File: config.mk
export PLATFORM = sky130hd
export DESIGN_NAME = icache
export DESIGN_NICKNAME = d
export VERILOG_FILES = /design/src/rtl/cpu_types_pkg.sv /design/src/rtl/sat_counter.sv /design/src/rtl/icache.sv
export SDC_FILE = /design/constraint.sdc
export NUM_CORES = 1
export LEC_CHECK = 0
export CAP_MARGIN = 0
export CORE_MARGIN = 4
export CORE_UTILIZATION = 30
export CTS_CLUSTER_SIZE = 25
export DETAILED_ROUTE_END_ITERATION = 6
export REMOVE_ABC_BUFFERS = 1
export SETUP_SLACK_MARGIN = 0.5
export SLEW_MARGIN = 30
export SYNTH_ARGS = -nofsm -noshare
export SYNTH_HDL_FRONTEND = slang
export SYNTH_SLANG_ARGS = --single-unit
File: constraint.sdc
create_clock -name CLK -period 9.4 [get_ports CLK]
set_input_delay 2.35 -clock CLK [delete_from_list [all_inputs] [get_ports CLK]]
set_output_delay 2.35 -clock CLK [all_outputs]
set_load 0.05 [all_outputs]
File: src/rtl/cpu_types_pkg.sv
// ----------------------------------------------------------------------------
// cpu_types_pkg
//   Shared CPU types. The instruction-cache section describes the default
//   geometry (16 frames) and the address/frame layouts used by the icache.
//   word_t is the common 32-bit data type for all memory-side ports.
// ----------------------------------------------------------------------------
package cpu_types_pkg;

  localparam int WORD_W = 32;
  typedef logic [WORD_W-1:0] word_t;

  // Default instruction-cache geometry: 16 direct-mapped frames.
  localparam int IIDX_W = 4;
  localparam int IBYT_W = 2;
  localparam int ITAG_W = WORD_W - IIDX_W - IBYT_W;

  // Fetch address split into tag / frame index / byte offset.
  typedef struct packed {
    logic [ITAG_W-1:0] tag;
    logic [IIDX_W-1:0] idx;
    logic [IBYT_W-1:0] bytoff;
  } icachef_t;

  // One cache frame.
  typedef struct packed {
    logic              valid;
    logic [ITAG_W-1:0] tag;
    word_t             data;
  } icache_frame_t;

  typedef enum logic {
    IDLE  = 1'b0,
    FETCH = 1'b1
  } icache_state_t;

endpackage

File: src/rtl/sat_counter.sv
// ----------------------------------------------------------------------------
// sat_counter
//   32-bit event counter that sticks at all-ones instead of wrapping.
//   Cleared only by reset.
// Ports:
//   clk      in   clock
//   rst_n    in   asynchronous active-low reset, clears the count
//   inc_i    in   count one event this cycle
//   count_o  out  current count
// ----------------------------------------------------------------------------
module sat_counter
  import cpu_types_pkg::*;
(
  input  logic  clk,
  input  logic  rst_n,
  input  logic  inc_i,
  output word_t count_o
);

  word_t count_q;

  // NOTE: sequential state is assigned with <= so every flop samples the
  // pre-edge values; blocking = here would create order-dependent races.
  always_ff @(posedge clk or negedge rst_n) begin
    if (!rst_n) begin
      count_q <= '0;
    end else if (inc_i && (count_q != '1)) begin
      count_q <= count_q + word_t'(1);
    end
  end

  assign count_o = count_q;

endmodule

File: src/rtl/icache.sv
// ----------------------------------------------------------------------------
// icache
//   Direct-mapped, read-only instruction cache between the datapath fetch
//   port and one CPU slot of the memory controller. Hits are answered
//   combinationally from the frame array; a miss latches the word address,
//   holds iREN until iwait drops, then writes the frame and returns to IDLE,
//   where the next lookup reports the hit.
// Ports:
//   CLK        in   clock
//   nRST       in   asynchronous active-low reset
//   imemREN    in   datapath fetch request
//   imemaddr   in   datapath byte address (bits [1:0] ignored)
//   ihit       out  imemload valid this cycle
//   imemload   out  instruction word (0 when ihit is low)
//   iREN       out  fill request to memory controller
//   iaddr      out  word-aligned fill address
//   iwait      in   memory controller stall; fill data valid when low
//   iload      in   fill data
//   iflush     in   invalidate every frame at the next edge
//   hitcnt     out  saturating hit count
//   misscnt    out  saturating miss count
// ----------------------------------------------------------------------------
module icache
  import cpu_types_pkg::*;
#(
  parameter int SETS   = 16,
  parameter int IIDX_W = $clog2(SETS)
) (
  input  logic  CLK,
  input  logic  nRST,
  input  logic  imemREN,
  input  word_t imemaddr,
  output logic  ihit,
  output word_t imemload,
  output logic  iREN,
  output word_t iaddr,
  input  logic  iwait,
  input  word_t iload,
  input  logic  iflush,
  output word_t hitcnt,
  output word_t misscnt
);

  localparam int TAG_W = 30 - IIDX_W;

  icache_state_t state_q, state_d;
  logic [29:0]   missaddr_q, missaddr_d;   // {tag, idx} of the pending fill

  logic [SETS-1:0]  valid_q;
  logic [TAG_W-1:0] tag_q  [SETS];
  word_t            data_q [SETS];

  logic [TAG_W-1:0]  req_tag;
  logic [IIDX_W-1:0] req_idx;
  logic [IIDX_W-1:0] fill_idx;
  logic              lookup_hit;
  logic              fill_en;
  logic              hit_inc;
  logic              miss_inc;
  logic              unused_bytoff;

  assign req_tag       = imemaddr[31:IIDX_W+2];
  assign req_idx       = imemaddr[IIDX_W+1:2];
  assign fill_idx      = missaddr_q[IIDX_W-1:0];
  assign unused_bytoff = ^imemaddr[1:0];

  assign lookup_hit = valid_q[req_idx] && (tag_q[req_idx] == req_tag);

  // NOTE: every output of this block gets a default before the case, so no
  // path leaves a signal unassigned and no latch is inferred.
  always_comb begin
    state_d    = state_q;
    missaddr_d = missaddr_q;
    ihit       = 1'b0;
    imemload   = '0;
    iREN       = 1'b0;
    iaddr      = '0;
    fill_en    = 1'b0;
    hit_inc    = 1'b0;
    miss_inc   = 1'b0;

    case (state_q)
      IDLE: begin
        if (imemREN) begin
          if (lookup_hit) begin
            ihit     = 1'b1;
            imemload = data_q[req_idx];
            hit_inc  = 1'b1;
          end else begin
            missaddr_d = imemaddr[31:2];
            miss_inc   = 1'b1;
            state_d    = FETCH;
          end
        end
      end
      FETCH: begin
        // The fill targets the latched address regardless of what the
        // datapath is presenting now.
        iREN  = 1'b1;
        iaddr = {missaddr_q, 2'b00};
        if (!iwait) begin
          fill_en = 1'b1;
          state_d = IDLE;
        end
      end
      default: state_d = IDLE;
    endcase
  end

  always_ff @(posedge CLK or negedge nRST) begin
    if (!nRST) begin
      state_q    <= IDLE;
      missaddr_q <= '0;
      valid_q    <= '0;
    end else begin
      state_q    <= state_d;
      missaddr_q <= missaddr_d;
      if (iflush) begin
        valid_q <= '0;
      end
      // Placed after the flush so a fill in the same cycle keeps its frame
      // valid; the fetched word is still coherent for a read-only cache.
      if (fill_en) begin
        valid_q[fill_idx] <= 1'b1;
      end
    end
  end

  // NOTE: tag and data storage is not reset; the valid bits alone decide
  // whether a frame can hit, so clearing the payload would only cost reset
  // fan-out.
  always_ff @(posedge CLK) begin
    if (fill_en) begin
      tag_q[fill_idx]  <= missaddr_q[29:IIDX_W];
      data_q[fill_idx] <= iload;
    end
  end

  sat_counter u_hit_cnt (
    .clk     (CLK),
    .rst_n   (nRST),
    .inc_i   (hit_inc),
    .count_o (hitcnt)
  );

  sat_counter u_miss_cnt (
    .clk     (CLK),
    .rst_n   (nRST),
    .inc_i   (miss_inc),
    .count_o (misscnt)
  );

endmodule

## Word level (Yosys, flattened, before mapping)

Memory sizes are Yosys's and may differ from the RTL's.
Cells that the tools add are included.
Widths: inputs -> output; s select.

- Register bits: 111
- RAM bits: 928
- Input bits: 69
- Output and inout port bits: 130
- Memories: 2

- $add $sub $neg: 2
- Magnitude comparators: 3
- Equal/unequal tests: 3
- Muxes and demuxes: 23
- Bitwise logic cells: 3
- Reduce and logical (&&, ||, !) cells: 5

Memories:

| name | words | bits a word | read ports | clocked after Yosys merged registers in | wr ports | line | RTL |
|---|---|---|---|---|---|---|---|
| data_q | 16 | 32 | 1 | 0 | 1 | icache.sv:51 | `word_t data_q [SETS];` |
| tag_q | 16 | 26 | 1 | 0 | 1 | icache.sv:50 | `logic [TAG_W-1:0] tag_q [SETS];` |

Operators by type and width:

| kind | count |
|---|---|
| $mux 32 | 4 |
| $add 32x1->32 const B | 2 |
| $ne 32x32->1 const B | 2 |
| $mux 16 | 2 |
| $eq 26x26->1 | 1 |
| $or 16x16->16 | 1 |
| $mux 1 | 14 |
| $lt 4x5->1 const B | 2 |
| $bmux 1 s4 | 1 |
| $demux 1 s4 | 1 |
| $ge 4x1->1 const B | 1 |
| $logic_and 1x1->1 | 4 |
| $reduce_and 3->1 | 1 |
| $not 1->1 | 2 |
| $pmux 1 s2 | 1 |

## Longest topological paths before layout

Gate-level depths: netlist (run 1).

- Word-level depth: 7
- Gate-level depth with buffers: 14

## Cells and area by module

A second synthesis (run 1) with hierarchy kept.

- Cell total of the unflattened synthesis: 1909
- Area total of the unflattened synthesis: 40881.7 µm²

Modules (own cells, without submodules):

| module | times used | cells each | area each (µm²) | seq. area each (µm²) |
|---|---|---|---|---|
| icache | 1 | 1629 | 37836.3 | 29042.9 |
| sat_counter | 2 | 140 | 1522.7 | 800.8 |

## Worst setup path before layout (run 1)

Ideal clock, no wire load.

- Path type: input -> output
- Start point: in imemaddr[3]
- End point: out imemload[10]
- Arrival: 5.465 ns
- Setup slack: 1.585 ns
- Stages on the path: 11
- Path through: buf_2 buf_2 buf_4 buf_2 mux4_2 a2111oi_0 a31oi_1 nor4_4 nand3_2 clkbuf_1 nor2b_1

- Cells in the longest elaborated chain, start to end: 6
- Elaborated cells between the ends (all ways): 9

Ends and longest elaborated chain:

| item | line | RTL |
|---|---|---|
| start: declaration | icache.sv:32 | `input word_t imemaddr,` |
| $mem_v2 16x26 / $bmux 1 s4 (equally long branches) | n/a |  |
| $eq 26x26->1 / $mux 1 (equally long branches) | icache.sv:67 | `assign lookup_hit = valid_q[req_idx] && (tag_q[req_idx] == req_tag);` |
| $logic_and 1x1->1 | icache.sv:67 |  |
| $mux 32 * | icache.sv:85 | `if (lookup_hit) begin` |
| $mux 32 * | icache.sv:84 | `if (imemREN) begin` |
| $mux 32 * | icache.sv:82 | `case (state_q)` |
| end: declaration | icache.sv:34 | `output word_t imemload,` |

Mark *: on every way between the ends. The rest lies on a longest branch, timed or not. The select of a mux whose other input is x is not followed.

## Worst setup path in the final report (run 1)

- Start point: in imemaddr[2]
- End point: out imemload[8]

Same word-level chain as after synthesis.

==> reports/qor.yml, run 1 <==
status: "finished, final reports clean"
power.switching_mw: 2.397
muxShareOfSynthArea_pct: 16.44
synth_edf_count: 928
yosys_register_bits: 1039
grt_usage_pct: 14.53
cts_buffers: 101
synth.avg_cell_area_um2: 20.59
synth-simple-area-share_pct: 4.443
synth_fa_ha_area_share_pct: 0.06082
clock_skew_ps: 26.42
die_y_um: 378.3
insertion_delay_ps: 690
htreeDepth: 3
tightest_slew_ps: 943.6
slew_viol_final: 0
nets: 2329
ir_drop_mv: 0.1410
p_per_area_mw_per_mm2: 207.7
synth_xor_area_share_pct: 1.703
grt_pass1_vias: 21390
area_delta_synth_final_pct: 19.46
wl_per_cell_um: 25.35
root_buffer: "clkbuf_16"
ios: 199
clk_pin_slew_ps: 60
grt-ovfl-total: 0
cts_hold_buffers: 0
syn_inst: 1998
drtAntennaViolNets: 0
async_flop_share_pct: 10.68
clock-sinks: 1039
start_util_pct: 30.30
period_share_pct: 89.97
power_frac_clock_pct: 38.4
num_vias: 20840
setup_slack_ps: 942.8
synth_compound_area_share_pct: 1.514
fmax_mhz: 118.2
cts_tree: "yes"
core_mm2: 0.1358
drive_gt1_share_pct: 23.67
grt_max_degree: 67
cts_buffer_depth: 3
antenna_found_initial: 21
grt_first_pass_wirelength_um: 151100
p_int_mw: 7.812
drc: 0
pre_cts_ws_ps: 681.9
die-area_mm2: 0.1431
cp.required_ps: 7050
switching_share_pct: 23.48
finalSetupTns_ps: 0
port_buffers: 194
synth_ff_type: "edfxtp_1"
timing.final.hold_violations: 0
via_per_inst: 5.047
synth_top_family_by_area: "multiplexers"
die_w_um: 378.3
num_rows: 135
synth_warnings: 0
end_kind: "primary output"
fin_crit_ps: 8457
hpwl_um: 59750
synthesis.area_mm2: 0.04114
wl_um: 104700
p_leak_nw: 16.12
seqPwrFrac_pct: 53.4
drt_iter0_drc: 2139
ys_seq_area_share_pct: 74.48
pwr-share-comb_pct: 8.2
critPathLaunchType: "input port"
synth_cell_types: 60
drt-pass1-iter-count: 7
worstSetupPathType: "in -> out"
maxCapViolations: 0
place_congestion: 0.8012
slew_headroom_pct: 36.94
cp_data_arrival_time_ps: 6110
rsz0062_at_grt: "false"
holdCritPathClass: "reg -> reg"
setup_viol: 0
cp_max_fo: 53
final timing paths:
path / from / cells after the start / to / slack, ps
worst max-delay path: imemaddr[2] / 12 / imemload[8] / 940
worst min-delay path: valid_q[7] / 1 / valid_q[7] / 480
worst max register to register: tag_q[3][1] / 11 / u_hit_cnt.count_o[30] / 5230
worst min register to register: valid_q[7] / 1 / valid_q[7] / 480
max in group asynchronous: nRST / 2 / state_q / 6580
min in group asynchronous: nRST / 1 / u_miss_cnt.count_o[14] / 1680
power by group through the flow:
stage / Clock, mW / Sequential, mW / Combinational, mW
4_1_cts: 4.02 / 5.46 / 0.849
6_report: 3.92 / 5.45 / 0.834
2_1_floorplan: 0 / 5.53 / 0.412
3_3_place_gp: 0 / 5.52 / 0.828
5_1_grt: 4.23 / 5.48 / 0.886
3_5_place_dp: 0 / 5.55 / 0.846
final cells by class:
class	count	area (um^2)
Clock inverter	47	421.7
Clock buffer	139	2764
Tap cell	1781	2228
Multi-Input combinational cell	845	10080
Sequential cell	1039	30650
Timing Repair Buffer	259	2949
Fill cell	12460	86660
Inverter	12	46.29
Antenna cell	7	17.52
flip-flops by register name (all words and copies together) (netlist names):
name                cells
state_q                 1
missaddr_q             30
data_q                512
u_hit_cnt.count_o      32
valid_q                16
u_miss_cnt.count_o     32
tag_q                 416
stage by stage:
step,total power [mW],hold WS (ps),cells,util [%],area [um^2]
after floorplan,5.946,444.4,1896,-,40640
after global routing,10.59,485.4,4124,36.18,49140
after CTS,10.33,477.9,4120,36.13,49060
after detailed placement,6.398,464.6,3934,33.78,45880
after global placement,6.352,455.0,3929,33.68,45750
final,10.21,480.3,4129,36.19,49150
cells in the mapped netlist, types with 10 or more instances:
cell type	instances	share of area (%)
and2_1	36	0.55
xor2_1	31	0.66
clkbuf_1	44	0.40
xnor2_1	49	1.0
nand3_1	43	0.52
nor4_1	11	0.17
inv_1	10	0.091
a22oi_1	15	0.27
mux2_2	35	0.96
buf_2	35	0.43
edfxtp_1	928	68
nor2_1	38	0.35
nand2_1	34	0.31
nand4_1	19	0.29
mux2i_1	75	1.8
mux4_2	249	14
nor2b_1	42	0.64
nor3_1	26	0.32
and3_1	32	0.49
buf_1	10	0.091
a21o_1	18	0.33
dfrtp_1	111	6.8
critical path, cell delays in order:
cell and delay (ps):
buf_12 320, buf_4 310, mux4_2 520, mux2i_1 200, mux2i_1 220, o31a_1 260
o2111ai_1 350, nor4_4 570, nand3_4 120, buf_4 340, nor2b_1 290, buf_12 170
placed cells by master, fill, tap and decap left out, types with 6 or more instances in the layout:
master / instances
nor3b_1: 8
edfxtp_1: 928
inv_1: 10
nand4_1: 19
and3_1: 32
buf_4: 53
nand3_1: 43
nor3_1: 22
xor2_1: 31
clkbuf_1: 32
clkinv_1: 16
a22oi_1: 15
xnor2_1: 49
mux4_2: 249
nor2_1: 26
mux2_2: 35
nand2b_1: 8
nand2_1: 34
and2_1: 36
nor2_4: 12
clkdlybuf4s50_1: 156
dfrtp_1: 110
nor4_1: 11
diode_2: 7
mux2i_1: 75
clkbuf_16: 104
clkinv_2: 20
a21o_1: 18
buf_12: 38
a21oi_1: 7
buf_16: 6
nor2b_1: 42
kinds of logic (layout without fill, tap and decap cells):
group,count (synthesis),count (layout)
flip-flops,1039,1039
XOR/XNOR,80,80
other,1,9
adder cells (fa/ha/maj),2,2
AO/OA/AOI/OAI,82,82
multiplexers,360,360
AND/OR/NAND/NOR,319,319
buffers and inverters,115,457
routing by layer:
metal  global-route usage [%]  routed length (um)  up-vias
li1                         -                   -     8722
met1                    20.08               44550    11220
met4                    3.368                1914       16
met3                    3.277                8072      143
met5                        0                 110        -
met2                    23.45               50050      734
timing repair:
action	4_1_cts	5_1_grt
endpoints found under the setup margin	0	21
resized for setup	0	1
setup buffers	0	0
Note: power is estimated with default switching activity, not from simulation.
==> run 2: changes to the inputs <==
--- a/config.mk
+++ b/config.mk
@@ -12,6 +12,7 @@
 export DETAILED_ROUTE_END_ITERATION = 6
 export REMOVE_ABC_BUFFERS = 1
 export SETUP_SLACK_MARGIN = 0.5
+export SKIP_LAST_GASP = 1
 export SLEW_MARGIN = 30
 export SYNTH_ARGS = -nofsm -noshare
 export SYNTH_HDL_FRONTEND = slang
==> results of run 2 <==
Final layout, timing and power as in run 1 (identical DEF).
